[config.mk]
export PLATFORM = sky130hd
export DESIGN_NAME = audio_output_serializer_flat
export DESIGN_NICKNAME = d
export VERILOG_FILES = /design/src/rtl/audio_output_serializer_pkg.sv /design/src/rtl/audio_output_serializer_if.sv /design/src/rtl/audio_output_serializer_sample_fifo.sv /design/src/rtl/audio_output_serializer.sv /design/src/flat_wrapper.sv
export SDC_FILE = /design/constraint.sdc
export NUM_CORES = 1
export LEC_CHECK = 0
export ABC_AREA = 0
export CAP_MARGIN = 10
export CORE_ASPECT_RATIO = 0.9
export CORE_MARGIN = 4
export CORE_UTILIZATION = 60
export CTS_CLUSTER_DIAMETER = 200
export DETAILED_ROUTE_END_ITERATION = 7
export PLACE_DENSITY = 0.81
export SLEW_MARGIN = 20
export SYNTH_ARGS = -nofsm -noshare
export SYNTH_HDL_FRONTEND = slang
export SYNTH_SLANG_ARGS = --single-unit
[constraint.sdc]
create_clock -name i_clk -period 5.85 [get_ports i_clk]
set_clock_uncertainty 0.15 [all_clocks]
set_input_delay 0.585 -clock i_clk [delete_from_list [all_inputs] [get_ports i_clk]]
set_output_delay 0.585 -clock i_clk [all_outputs]
set_load 0.03 [all_outputs]
[src/rtl/audio_output_serializer_pkg.sv]
// audio_output_serializer_pkg: shared widths, I2S framing constants and Q16.16 to PCM saturation
package audio_output_serializer_pkg;
  localparam int c_datawidth = 32;
  localparam int c_pcmwidth = 16;
  localparam int c_i2sslots = 32;
  function automatic logic [c_pcmwidth-1:0] saturate_to_pcm(input logic signed [c_datawidth-1:0] s);
    logic signed [c_datawidth-1:0] h;
    h = s >>> 1;
    return h > 32767 ? 16'h7fff : h < -32768 ? 16'h8000 : h[c_pcmwidth-1:0];
  endfunction
endpackage

[src/rtl/audio_output_serializer_if.sv]
// audio_output_serializer_if: sample stream in, I2S lines, sticky flags and FIFO level out
interface audio_output_serializer_if import audio_output_serializer_pkg::*; #(
  parameter int FIFO_DEPTH = 8
);
  logic sample_valid;
  logic [c_datawidth-1:0] sample;
  logic clear_flags;
  logic bclk;
  logic lrclk;
  logic sdata;
  logic overflow;
  logic underflow;
  logic [$clog2(FIFO_DEPTH):0] fifo_level;
  modport master (output sample_valid, sample, clear_flags, input bclk, lrclk, sdata, overflow, underflow, fifo_level);
  modport slave (input sample_valid, sample, clear_flags, output bclk, lrclk, sdata, overflow, underflow, fifo_level);
endinterface

[src/rtl/audio_output_serializer_sample_fifo.sv]
// audio_output_serializer_sample_fifo: synchronous FIFO with push/pop, full/empty and registered level
module audio_output_serializer_sample_fifo #(
  parameter int DEPTH = 8,
  parameter int WIDTH = 16,
  localparam int AW = $clog2(DEPTH)
) (
  input  logic             i_clk,
  input  logic             i_reset,
  input  logic             push_i,
  input  logic             pop_i,
  input  logic [WIDTH-1:0] data_i,
  output logic [WIDTH-1:0] data_o,
  output logic             full_o,
  output logic             empty_o,
  output logic [AW:0]      level_o
);
  logic [WIDTH-1:0] mem_q [DEPTH];
  logic [AW-1:0] wr_q, rd_q;
  logic [AW:0] level_q;
  assign data_o = mem_q[rd_q];
  assign full_o = level_q == (AW+1)'(DEPTH);
  assign empty_o = level_q == '0;
  assign level_o = level_q;
  always_ff @(posedge i_clk) begin
    if (i_reset) begin
      wr_q <= '0;
      rd_q <= '0;
      level_q <= '0;
    end else begin
      if (push_i) begin
        mem_q[wr_q] <= data_i;
        wr_q <= wr_q + 1'b1;
      end
      if (pop_i) rd_q <= rd_q + 1'b1;
      level_q <= level_q + (AW+1)'(push_i) - (AW+1)'(pop_i);
    end
  end
endmodule

[src/rtl/audio_output_serializer.sv]
// audio_output_serializer: buffers Q16.16 samples as saturated PCM and plays them as an I2S master (bus.slave carries stream, I2S lines, flags, level)
module audio_output_serializer import audio_output_serializer_pkg::*; #(
  parameter int g_fifoDepth = 8,
  parameter int g_bclkDiv = 4
) (
  input logic i_clk,
  input logic i_reset,
  audio_output_serializer_if.slave bus
);
  localparam int DW = $clog2(g_bclkDiv) > 0 ? $clog2(g_bclkDiv) : 1;
  localparam int LW = $clog2(g_fifoDepth) + 1;
  logic [DW-1:0] div_q;
  logic [4:0] slot_q, slot_d;
  logic [c_pcmwidth-1:0] word_q, head;
  logic [LW-1:0] level;
  logic [3:0] bit_idx;
  logic bclk_q, lrclk_q, sdata_q, ovf_q, unf_q;
  logic wrap, fall, frame, full, empty, pop, push, ovf_ev, unf_ev;
  always_comb begin
    wrap = div_q == DW'(g_bclkDiv - 1);
    fall = wrap && bclk_q;
    slot_d = slot_q + 5'd1;
    frame = fall && slot_q == 5'(c_i2sslots - 1);
    pop = frame && !empty;
    unf_ev = frame && empty;
    push = bus.sample_valid && (!full || pop);
    ovf_ev = bus.sample_valid && full && !pop;
    bit_idx = 4'(5'd16 - slot_d);
  end
  audio_output_serializer_sample_fifo #(.DEPTH(g_fifoDepth), .WIDTH(c_pcmwidth)) u_fifo (
    .i_clk(i_clk),
    .i_reset(i_reset),
    .push_i(push),
    .pop_i(pop),
    .data_i(saturate_to_pcm(bus.sample)),
    .data_o(head),
    .full_o(full),
    .empty_o(empty),
    .level_o(level)
  );
  always_ff @(posedge i_clk) begin
    if (i_reset) begin
      div_q <= '0;
      bclk_q <= 1'b0;
      slot_q <= '0;
      lrclk_q <= 1'b0;
      sdata_q <= 1'b0;
      word_q <= '0;
      ovf_q <= 1'b0;
      unf_q <= 1'b0;
    end else begin
      div_q <= wrap ? '0 : div_q + 1'b1;
      bclk_q <= bclk_q ^ wrap;
      if (fall) begin
        slot_q <= slot_d;
        lrclk_q <= slot_d[4];
        sdata_q <= word_q[bit_idx];
      end
      if (pop) word_q <= head;
      ovf_q <= ovf_ev || (ovf_q && !bus.clear_flags);
      unf_q <= unf_ev || (unf_q && !bus.clear_flags);
    end
  end
  assign bus.bclk = bclk_q;
  assign bus.lrclk = lrclk_q;
  assign bus.sdata = sdata_q;
  assign bus.overflow = ovf_q;
  assign bus.underflow = unf_q;
  assign bus.fifo_level = level;
endmodule

[src/flat_wrapper.sv]
// flat-port wrapper written by rule: the top's interface ports become plain ports
module audio_output_serializer_flat import audio_output_serializer_pkg::*;
#(
  parameter int g_fifoDepth = 8,
  parameter int g_bclkDiv = 4
)
  (i_clk, i_reset, bus_sample_valid, bus_sample, bus_clear_flags, bus_bclk, bus_lrclk, bus_sdata, bus_overflow, bus_underflow, bus_fifo_level);
  audio_output_serializer_if #(.FIFO_DEPTH((8))) bus_i ();
  input logic i_clk;
  input logic i_reset;
  input wire logic [$bits(bus_i.sample_valid)-1:0] bus_sample_valid;
  input wire logic [$bits(bus_i.sample)-1:0] bus_sample;
  input wire logic [$bits(bus_i.clear_flags)-1:0] bus_clear_flags;
  output wire logic [$bits(bus_i.bclk)-1:0] bus_bclk;
  output wire logic [$bits(bus_i.lrclk)-1:0] bus_lrclk;
  output wire logic [$bits(bus_i.sdata)-1:0] bus_sdata;
  output wire logic [$bits(bus_i.overflow)-1:0] bus_overflow;
  output wire logic [$bits(bus_i.underflow)-1:0] bus_underflow;
  output wire logic [$bits(bus_i.fifo_level)-1:0] bus_fifo_level;
  assign bus_i.sample_valid = bus_sample_valid;
  assign bus_i.sample = bus_sample;
  assign bus_i.clear_flags = bus_clear_flags;
  assign bus_bclk = bus_i.bclk;
  assign bus_lrclk = bus_i.lrclk;
  assign bus_sdata = bus_i.sdata;
  assign bus_overflow = bus_i.overflow;
  assign bus_underflow = bus_i.underflow;
  assign bus_fifo_level = bus_i.fifo_level;
  audio_output_serializer #(.g_fifoDepth(g_fifoDepth), .g_bclkDiv(g_bclkDiv)) u_core (.i_clk(i_clk), .i_reset(i_reset), .bus(bus_i));
endmodule
==> summary.md <==
| Metric | Value |
|---|---|
| Vias | `3,687` |
| CTS tree | `yes` |
| WL final | `12.7 mm` |
| Clock slew at the register clock pins of the worst setup and hold paths | `~0.06 ns` |
| F_max | `roughly 0.30 GHz` |
| Crit path required time | `roughly 6.0 ns` |
| Final period utilization | `between 50% and 60%` |
| CTS buffer count | `17` |
| Die height | `between 100 and 150 um` |
| Final hold vios | `0` |
| Initial core utilization | `approximately three fifths` |
| Synth Instances | `approximately 410` |
| Top_reg_cell synth | `edfxtp_1` |
| Post-CTS setup buffer count | `0` |
| Met1 GRT Util | `27.1%` |
| Placer Congestion | `~0.74` |
| Routed len/inst | `between 20 and 25 um` |
| Rel. slew slack | `33.4%` |
| EDFF count, synth | `128` |
| Antenna Diode Count | `0` |
| DP Area | `7360 um2` |
| Combinational power share | `roughly 8%` |
| GR Overflow Total | `0` |
| Class of the worst hold path | `flip-flop to flip-flop` |
| DR vias/cell | `roughly 5.9` |
| GRT Max-Usage Layer | `met2` |
| Maximum buffer depth of the clock tree | `2` |
| Post-Synthesis Cell Area | `6760 um2` |
| Final Util | `between 70% and 80%` |
| WS Path Type | `flip-flop to flip-flop` |
| RSZ-0062 raised after global routing | `no` |
| Die X | `around 120 um` |
| Met2 Track Usage GR | `between 30% and 40%` |
| Crit path max fanout | `37` |
| Post-cts resize count | `0` |
| Syn nets | `roughly 460` |
| Pwr/cell area | `between 300 and 400 nW/um2` |
| Met3 Use GR | `~5.6%` |
| Clock share of power | `40.4%` |
| CP Launch Type | `flip-flop` |
| Pre-antenna DRT Iters | `4` |
| Status | `complete, no violations` |
| Cell count of the worst reg-to-reg path | `12` |
| Hold Crit Depth | `1` |
| CTS Hold Buffers Added | `0` |
| Post-route antenna net violation count | `0` |
| VDD IR max | `~240 uV` |
| Fillcell total | `~700` |
| Switching share of power | `22.8%` |
| Core Footprint | `around 11,000 um2` |
| Root Driver | `clkbuf_16` |
| Row Count | `36` |
| Register area share after synthesis | `approximately two thirds` |
| Fin area | `7920 um2` |
| Clock period minus worst slack | `3.34 ns` |
| Final Max Slew Viols | `0` |
| Final HPWL DP | `7.82 mm` |
| Die Area | `13,000 um2` |
| Avg Inst Size Synth | `~17 um2` |
| Nets | `505` |
| Drt first-iter violations | `around 260` |
| Latest clock arrival within the worst-skew pair | `approximately 0.42 ns` |
| Vias in the first global route | `3,848` |
| Aggregate negative setup slack | `0 ns` |
| First-pass GRT wire length | `20.2 mm` |
| Switch Pwr | `between 0.0005 and 0.0006 W` |
| Max-cap violations | `0` |
| CP arrival | `around 3.5 ns` |
| Leak | `approximately 2.5 nW` |
| Layout cells sized above 1 | `between 10% and 20%` |
| Least-Margin Pin Slew | `between 0.9 and 1 ns` |
| Synthesized flop and latch total | `roughly 170` |
| Global-route usage over all layers | `about a fifth` |
| Htree depth | `4` |
| Seq pwr share | `around half` |
| Clk sink count | `~170` |
| Largest net degree at the start of global routing | `43` |
| DRC viols | `0` |
| Port Buffer Count | `43` |
| I/O Pins | `45` |
| Initial antenna violation count | `0` |
| Synth warnings | `0` |
| P_int | `~0.0020 W` |
| # setup viols final | `0` |
| Critical Path Sink Type | `flip-flop` |
| Async set-reset flop share out of synthesis | `0%` |
| P&R area growth vs syn | `17.2%` |
| Synth cell types | `45` |
==> final timing paths <==
kind                          from                        to  slack [ns]
setup / recovery  u_core.slot_q[0]  u_core.u_fifo.level_o[2]        2.51
hold / removal     u_core.div_q[0]           u_core.div_q[0]        0.28
setup reg to reg  u_core.slot_q[0]  u_core.u_fifo.level_o[2]        2.51
hold reg to reg    u_core.div_q[0]           u_core.div_q[0]        0.28
==> cells in the mapped netlist (all sizes together), types with 2 or more instances <==
cell type | instances | area share (%)
mux4 | 33 | 11
o21ai | 3 | 0.22
xor2 | 5 | 0.65
nand3 | 8 | 0.59
a211oi | 18 | 2.0
nor3 | 5 | 0.37
nor4 | 4 | 0.37
nand2b | 2 | 0.19
o21a | 15 | 1.7
nor2b | 2 | 0.19
xnor2 | 4 | 0.52
buf | 17 | 1.7
mux2i | 25 | 3.7
nand4 | 4 | 0.37
a21oi | 6 | 0.61
and2 | 2 | 0.19
edfxtp | 128 | 57
clkbuf | 7 | 0.39
nand2 | 9 | 0.50
nor3b | 2 | 0.22
nor2 | 39 | 2.2
inv | 9 | 0.50
ha | 11 | 2.0
and3 | 2 | 0.19
dfxtp | 37 | 11
==> logic make-up (layout without fill, tap and decap cells) <==
kind of cell | Yosys count | count (layout) | synth area share [%]
AO/OA/AOI/OAI | 49 | 49 | 5.50
XOR/XNOR | 9 | 9 | 1.17
adder cells (fa/ha/maj) | 12 | 12 | 2.33
buffers and inverters | 33 | 94 | 2.55
flip-flops | 165 | 165 | 67.8
multiplexers | 58 | 58 | 14.8
AND/OR/NAND/NOR | 83 | 83 | 5.85
==> power groups by stage <==
stage	combinational, W	clock [W]	sequential [W]
5_1_grt	0.000227	0.00111	0.00133
3_5_place_dp	0.000208	0	0.00135
6_report	0.000206	0.00104	0.00133
3_3_place_gp	0.000201	0	0.00135
4_1_cts	0.000209	0.00106	0.00133
2_1_floorplan	0.000111	0	0.00136
==> through the flow <==
| step | cells | setup WS, ns | power [W] | hold WS (ns) |
|---|---|---|---|---|
| floorplan | 409 | 2.04 | 0.00147 | 0.254 |
| global placement | 590 | 2.58 | 0.00155 | 0.262 |
| detailed placement | 590 | 2.51 | 0.00156 | 0.270 |
| CTS | 622 | 2.49 | 0.00259 | 0.279 |
| global route | 622 | 2.16 | 0.00267 | 0.317 |
| finish | 622 | 2.51 | 0.00257 | 0.276 |
==> per-layer routing <==
| metal | up-vias | share of wire [%] |
|---|---|---|
| met2 | 110 | 52 |
| li1 | 1697 | - |
| met3 | 13 | 5.9 |
| met5 | - | 0 |
| met1 | 1867 | 41 |
| met4 | 0 | 1.1 |
==> critical path, stage by stage (launching register included) <==
cell and delay, ns:
dfxtp_1 0.47, ha_1 0.26, and3_1 0.17, ha_1 0.17
nand2_1 0.12, a21oi_4 0.72, nand2_1 0.23, o21ai_1 0.13
ha_1 0.18, inv_1 0.06, fa_1 0.37, xor2_1 0.14
nor2_1 0.05
==> layout by cell type (no fill, tap or decap), drive strengths merged, types with 9 or more instances in the layout <==
cell type,count
edfxtp,128
ha,11
mux2i,25
dfxtp,37
buf,10
clkbuf,18
inv,13
a211oi,18
nor2,39
nand2,9
o21a,15
mux4,33
clkdlybuf4s50,43
==> layout make-up <==
type / instances / area (um2) / area share [%]
clock buffers: 18 / 429 / 5.42
clock inverters: 14 / 126 / 1.60
inverters: 9 / 33.8 / 0.427
multi-input cells: 211 / 2050 / 25.8
flip-flops and latches: 165 / 4590 / 57.9
well taps: 152 / 190 / 2.40
repair buffers: 53 / 505 / 6.38
==> sequential cells by signal, summed over array words and instances (netlist names) <==
register and cells:
u_core.div_q 2, u_core.bus.overflow 1, u_core.u_fifo.level_o 4, u_core.bus.bclk 1, u_core.u_fifo.wr_q 3, u_core.u_fifo.mem_q 128
u_core.bus.sdata 1, u_core.slot_q 4, u_core.word_q 16, u_core.u_fifo.rd_q 3, u_core.bus.underflow 1, u_core.bus.lrclk 1
No activity file was read; power rests on OpenSTA's default activity.
